==> src/rtl/seg_scan_decoder.sv <==
// Receive side of a scanned 7-segment display: waits for each digit's pattern to hold
// steady, then latches the decoded hex value, point, blank and invalid flags per digit.
module seg_scan_decoder #(
  parameter int STABLE_CYCLES = 4,
  parameter int CNT_W         = 3
) (
  input  logic        clk,
  input  logic        rst,
  input  logic [3:0]  AN,
  input  logic [6:0]  SEGMENT,
  input  logic        p,
  output logic [15:0] hex,
  output logic [3:0]  points,
  output logic [3:0]  blank,
  output logic [3:0]  invalid,
  output logic        update,
  output logic        frame_done
);

  typedef enum logic [1:0] {WAIT, SETTLE, CAPT} state_e;

  state_e          state_q, state_d;
  logic [CNT_W-1:0] cnt_q, cnt_d;
  logic [11:0]     smp_q, smp_d;
  logic            changed, onehot, cap;
  logic [3:0]      an_n, dig_cap;
  logic [3:0]      seen_q, seen_d;
  logic            upd_q, frm_q, frm_d;
  logic [3:0][3:0] hex_q;
  logic [3:0]      pts_q, blank_q, inv_q;
  logic [4:0]      dec;

  // {valid, nibble} for the sixteen hex glyphs; anything else decodes as not-valid
  function automatic logic [4:0] seg_dec(input logic [6:0] s);
    case (s)
      7'h40: return 5'h10;
      7'h79: return 5'h11;
      7'h24: return 5'h12;
      7'h30: return 5'h13;
      7'h19: return 5'h14;
      7'h12: return 5'h15;
      7'h02: return 5'h16;
      7'h78: return 5'h17;
      7'h00: return 5'h18;
      7'h10: return 5'h19;
      7'h08: return 5'h1A;
      7'h03: return 5'h1B;
      7'h46: return 5'h1C;
      7'h21: return 5'h1D;
      7'h06: return 5'h1E;
      7'h0E: return 5'h1F;
      default: return 5'h00;
    endcase
  endfunction

  assign smp_d   = {AN, SEGMENT, p};
  assign changed = (smp_d != smp_q);
  assign an_n    = ~smp_q[11:8];
  assign onehot  = (an_n != 4'h0) && ((an_n & (an_n - 4'h1)) == 4'h0);
  assign dig_cap = cap ? an_n : 4'h0;
  assign dec     = seg_dec(smp_q[7:1]);

  always_ff @(posedge clk or posedge rst) begin
    if (rst) begin
      state_q <= WAIT;
      cnt_q   <= '0;
      smp_q   <= '1;
    end else begin
      state_q <= state_d;
      cnt_q   <= cnt_d;
      smp_q   <= smp_d;
    end
  end

  // cnt tracks how many identical samples have been seen in the current run
  always_comb begin
    state_d = state_q;
    cnt_d   = cnt_q;
    cap     = 1'b0;
    case (state_q)
      WAIT: begin
        if (!changed && onehot) begin
          state_d = SETTLE;
          cnt_d   = CNT_W'(2);
        end
      end
      SETTLE: begin
        if (changed) begin
          state_d = WAIT;
          cnt_d   = '0;
        end else if (cnt_q == CNT_W'(STABLE_CYCLES)) begin
          cap     = 1'b1;
          state_d = CAPT;
        end else begin
          cnt_d = cnt_q + CNT_W'(1);
        end
      end
      CAPT: begin
        if (changed) begin
          state_d = WAIT;
          cnt_d   = '0;
        end
      end
      default: begin
        state_d = WAIT;
        cnt_d   = '0;
      end
    endcase
  end

  for (genvar g = 0; g < 4; g++) begin : g_dig
    always_ff @(posedge clk or posedge rst) begin
      if (rst) begin
        hex_q[g]   <= 4'h0;
        pts_q[g]   <= 1'b0;
        blank_q[g] <= 1'b1;
        inv_q[g]   <= 1'b0;
      end else if (dig_cap[g]) begin
        pts_q[g] <= ~smp_q[0];
        if (dec[4]) begin
          hex_q[g]   <= dec[3:0];
          blank_q[g] <= 1'b0;
          inv_q[g]   <= 1'b0;
        end else if (smp_q[7:1] == 7'h7F) begin
          blank_q[g] <= 1'b1;
          inv_q[g]   <= 1'b0;
        end else begin
          blank_q[g] <= 1'b0;
          inv_q[g]   <= 1'b1;
        end
      end
    end
  end

  // the capture that completes the mask both reports the frame and starts a fresh one
  always_comb begin
    seen_d = seen_q;
    frm_d  = 1'b0;
    if (cap) begin
      if ((seen_q | dig_cap) == 4'hF) begin
        frm_d  = 1'b1;
        seen_d = 4'h0;
      end else begin
        seen_d = seen_q | dig_cap;
      end
    end
  end

  always_ff @(posedge clk or posedge rst) begin
    if (rst) begin
      seen_q <= 4'h0;
      upd_q  <= 1'b0;
      frm_q  <= 1'b0;
    end else begin
      seen_q <= seen_d;
      upd_q  <= cap;
      frm_q  <= frm_d;
    end
  end

  assign hex        = hex_q;
  assign points     = pts_q;
  assign blank      = blank_q;
  assign invalid    = inv_q;
  assign update     = upd_q;
  assign frame_done = frm_q;

endmodule
==> config.mk <==
export PLATFORM = sky130hd
export DESIGN_NAME = seg_scan_decoder
export DESIGN_NICKNAME = d
export VERILOG_FILES = /design/src/rtl/seg_scan_decoder.sv
export SDC_FILE = /design/constraint.sdc
export NUM_CORES = 1
export LEC_CHECK = 0
export BUFFER_PORTS_ARGS = -buffer_cell sky130_fd_sc_hd__buf_2
export CAP_MARGIN = 10
export CORE_MARGIN = 2
export CORE_UTILIZATION = 40
export CTS_CLUSTER_DIAMETER = 60
export DETAILED_ROUTE_END_ITERATION = 8
export GPL_ROUTABILITY_DRIVEN = 1
export SETUP_SLACK_MARGIN = 0.1
export SYNTH_ARGS = -nofsm -noshare
export SYNTH_HDL_FRONTEND = slang
export SYNTH_SLANG_ARGS = --single-unit
==> constraint.sdc <==
create_clock -name clk -period 4.5 [get_ports clk]
set_input_delay 0.9 -clock clk [delete_from_list [all_inputs] [get_ports clk]]
set_output_delay 0.9 -clock clk [all_outputs]
set_load 0.05 [all_outputs]
Yosys cells after proc, flatten, opt, wreduce, memory -nomap -nowiden

Index checks and enable logic that the tools add are counted.

Bits in latches: 0
RAM bits: 0
Output and inout bits: 30
Logic and storage cells: 88
Bits in read-only memories: 0
Memories: 0
Register bits: 51
Bits of input ports: 14

$add $sub $neg: 2
Shifts and indexed selects: 0
Reductions and logical operators: 13
Multiplexer cells: 22
Bitwise logic cells: 4
$mul: 0
Divide/modulo/power cells: 0
Eq/ne operators: 25
Magnitude comparators: 0

Operator list:

| kind                                           | number |
|---|---|
| case mux 5 bit (16 select lines)               | 1 |
| == test 7 bit (second input constant)          | 5 |
| == test 7 x 5 -> 1 bit (second input constant) | 3 |
| == test 7 x 6 -> 1 bit (second input constant) | 3 |
| == test 7 x 2 -> 1 bit (second input constant) | 2 |
| == test 7 x 4 -> 1 bit (second input constant) | 2 |
| two-way mux 3 bit                              | 4 |
| != test 12 bit                                 | 1 |
| two-way mux 1 bit                              | 9 |
| case mux 3 bit (3 select lines)                | 1 |
| two-way mux 2 bit                              | 4 |
| two-way mux 4 bit                              | 2 |
| AND reduction 2 bit                            | 4 |
| == test 7 x 3 -> 1 bit (second input constant) | 1 |
| zero test 7 bit                                | 1 |
| != test 3 bit (second input constant)          | 2 |
| case mux 2 bit (3 select lines)                | 1 |
| AND reduction 3 bit                            | 2 |
| bitwise AND 4 bit                              | 1 |
| == test 4 bit (second input constant)          | 1 |
| zero test 4 bit                                | 1 |
| != test 2 bit (second input constant)          | 2 |
| inverter 4 bit                                 | 1 |
| bitwise OR 4 bit                               | 1 |
| 10 further kinds                               | 11 |

Longest topological paths before layout

Depth in word-level cells: 9
Depth in mapped cells: 9
Mapped depth without buffers: 7

Worst setup path after synthesis

No wires, ideal clock.

Path type: input port to flip-flop
Start point: in SEGMENT[1]
End point: reg hex_q, in the netlist hex[12]
Library setup time: 0.128 ns
Arrival: 2.399 ns
Cell stages on the path: 6
Buffers on the path: 1
Data required time: 4.372 ns
Setup slack: 1.973 ns
Path through: xor2_1 -> nor4_2 -> nand4_2 -> buf_6 -> a311oi_2 -> mux2_1

Cells in the longest elaborated chain, start to end: 5

Ends and longest elaborated chain:

| element                         | line | source |
|---|---|---|
| from (decl)                     | 10   | `input logic [6:0] SEGMENT,` |
| != test 12 bit                  | 57   | `assign changed = (smp_d != smp_q);` |
| two-way mux 1 bit               | 88   | `if (changed) begin` |
| two-way mux 1 bit               | 80   | `case (state_q)` |
| two-way mux 4 bit               | 60   | `assign dig_cap = cap ? an_n : 4'h0;` |
| AND reduction 2 bit (no line)   | -    |  |
| to (signal, indexed assignment) | 121  | `hex_q[g] <= dec[3:0];` |
| to (decl)                       | 29   | `logic [3:0][3:0] hex_q;` |

Every way passes these cells.
A chain may end at the register's enable or synchronous reset.

Final worst setup path

Start point: in AN[3]
End point: reg hex_q, in the netlist hex[0]

Cells in the longest elaborated chain, start to end: 5

Ends and longest elaborated chain:

| element                       | line | source |
|---|---|---|
| from (decl)                   | 9    | `input logic [3:0] AN,` |
| != test 12 bit                | 57   |  |
| two-way mux 1 bit             | 88   |  |
| two-way mux 1 bit             | 80   |  |
| two-way mux 4 bit             | 60   |  |
| AND reduction 2 bit (no line) | -    |  |

Every way passes these cells.

==> metrics.yaml <==
status: "finished, final reports clean"
holdWs_ns: 0.505
tightestPinTransition_ns: 1.05
p_leak_nw: 1.37
yosysSeqAreaShare_pct: 46.9
core_area_mm2: 0.00672
synth_area_mm2: 0.00276
rows: 30
timing.rr.start: "smp_q[2]"
synth_edf_count: 0
start_util_pct: 41.1
via_count: 2106
fmax_mhz: 337
cp-start-kind: "input pin"
p_per_area_mw_per_mm2: 286
fp.dieW_um: 87.1
critPathArrivalTime_ns: 3.17
place_congestion: 0.805
irDropWorstVdd_mv: 0.231
drtPass1Iterations: 4
ys_warn_count: 0
yosysUniqueCellTypes: 60
worstReg2RegEnd: "hex[0]"
synth_fp_nets: 284
post-route-min-period_ns: 2.97
ff_latch_area_mm2: 0.00130
grt_max_degree: 52
setup_tns_ns: 0
fin_crit_sh_pct: 66.0
placed_cell_area_mm2: 0.00297
drt-total-wl_um: 5980
antenna_found_initial: 0
clkSlewWorstSetupHoldPaths_ns: 0.10
clk_latency_ns: 0.31
cts.sinks: 51
grt_pass1_wl_um: 10100
syn_area_per_cell_um2: 10.3
dp_slack_ns: 1.21
cts_buffers: 5
synth_flop_cell: "dfrtp_1"
max_cap_violations: 0
layout.cells.most_common_list: "43 x buf_2, 35 x dfrtp_1, 24 x inv_1, 20 x o21ai_0, 16 x dfstp_2"
cp.required_ns: 4.70
track_usage_pct: 16.9
reg2regPathDepth: 5
route.antenna.remaining_nets: 0
multiInputGateArea_mm2: 0.00125
cts_hold_buf: 0
fin_area_mm2: 0.00308
hold_end: "hex[12]"
clock-root-buffer: "clkbuf_8"
finalClockSkew_ns: 0.0119
dieArea_mm2: 0.00758
vias_per_cell: 5.53
hold_start: "hex[12]"
min-delay-path-class: "reg2reg"
dieHeight_um: 87.1
h-tree-depth: 2
gr-total-overflow: 0
rsz0062_at_grt: "no"
final_hold_viol_count: 0
nFillCells: 630
io_pins: 44
drive_gt1_share_pct: 28.2
antenna_cells: 0
ctsResizeCount: 0
grt_pass1_vias: 2042
synthArstFlopShare_pct: 100
area_growth_pct: 11.6
syn_inst: 268
worst-r2r-setup-slack_ns: 1.57
post-cts-setup-buffers: 0
post-route-drc-count: 0
drtIter0Drc: 167
ys_ff_latch: 51
end_kind: "flip-flop"
io_buffers: 43
setup_ws_ns: 1.53
crit_fanout: 29
drv_slew: 0
crit_type: "in2reg"
finalSetupViolations: 0
cts_tree: "yes"
clk_path_buf_depth: 2
min_path_cells: 1
final_nets: 316
dp_hpwl_um: 4260
final_core_util_pct: 45.9
final_common_cell: "buf_2"
wl_per_cell_um: 15.7
timing.slew.headroom_pct: 29.7
-- metal layers --
layer | up-vias | track usage, % | part of all wire, %
li1 | 1042 | - | -
met1 | 1003 | 24.6 | 52
met2 | 52 | 25.7 | 43
met3 | 9 | 3.41 | 4.0
met4 | 0 | 4.40 | 1.3
met5 | - | 0 | 0
-- per-stage QoR --
stage / total power, W / instances
2_1_floorplan: 0.000543 / 268
3_3_place_gp: 0.000561 / 373
3_5_place_dp: 0.000561 / 373
4_1_cts: 0.000888 / 381
5_1_grt: 0.000915 / 381
6_report: 0.000881 / 381
-- power by group --
group / internal [W] / switching, W / total [W]
combinational: 0.0000229 / 0.0000391 / 0.0000620
sequential: 0.000469 / 0.0000217 / 0.000491
clock: 0.000168 / 0.000161 / 0.000329
-- cell type report --
type	instances	share of cell area [%]
Sequential cell	51	42.0
Multi-Input combinational cell	173	40.7
Timing Repair Buffer	44	7.22
Tap cell	80	3.25
Inverter	25	3.04
Clock buffer	5	2.23
Clock inverter	3	1.50
-- cells in the mapped netlist, types with 2 or more instances --
cell       count  area (um2)
and3b_1        2        17.5
o21ai_0       20         100
nor3_1         9        45.0
ha_1           2        25.0
mux2_1         2        22.5
o211ai_1       4        30.0
nand2_1        6        22.5
dfstp_2       16         420
nand3b_1       2        15.0
a21o_1         2        15.0
o22a_1         2        17.5
a21oi_1        6        30.0
or2_1          3        18.8
a21boi_0       2        15.0
a211oi_1       4        30.0
xor2_1        13         114
o32ai_1        4        35.0
nor3b_1        3        22.5
o31ai_1        5        37.5
nor2_1        15        56.3
clkbuf_1       8        30.0
o22ai_1        8        50.1
xnor2_1        3        26.3
nand3_1        6        30.0
a31oi_1        2        12.5
dfrtp_1       35         876
nor2b_1        3        18.8
buf_6          5        56.3
a311oi_2       4        60.1
and3_1         4        25.0
inv_1         25        93.8
o2bb2ai_1      3        26.3
o41ai_1        3        26.3
buf_2          6        30.0
or3_1          2        12.5
nor4_4         2        42.5
mux2_2         4        45.0
-- worst max-delay path by stage --
stage / cells past startpoint / start / slack [ns] / endpoint
6_report: 6 / AN[3] / 1.53 / hex[0]
5_1_grt: 5 / smp_q[6] / 1.33 / hex[12]
4_1_cts: 6 / AN[3] / 1.54 / hex[12]
3_5_place_dp: 6 / SEGMENT[1] / 1.21 / hex[12]
3_3_place_gp: 6 / AN[3] / 1.28 / hex[12]
2_1_floorplan: 6 / SEGMENT[1] / 1.97 / hex[12]
-- critical path, stage by stage --
cell and delay (ns):
buf_2 0.12, xor2_1 0.17, nor4_2 0.45, nand4_2 0.64
a311oi_2 0.55, mux2_1 0.35
-- cell families (layout without fill, tap and decap cells) --
kind of cell,Yosys count,in the layout,share of synthesized area [%]
compound gates,81,81,21.6
simple gates,68,68,15.4
flops,51,51,46.9
buf+inv,44,77,7.61
xor+xnor,16,16,5.07
mux,6,6,2.45
fa+ha+maj,2,2,0.906
-- registers in the layout, summed over array words and instances (netlist names), 2 cells and up --
signal / cells
state_q: 2
invalid: 4
hex: 16
smp_q: 12
blank: 4
points: 4
cnt_q: 3
seen_q: 4
Power figures use the tool's default switching activity.
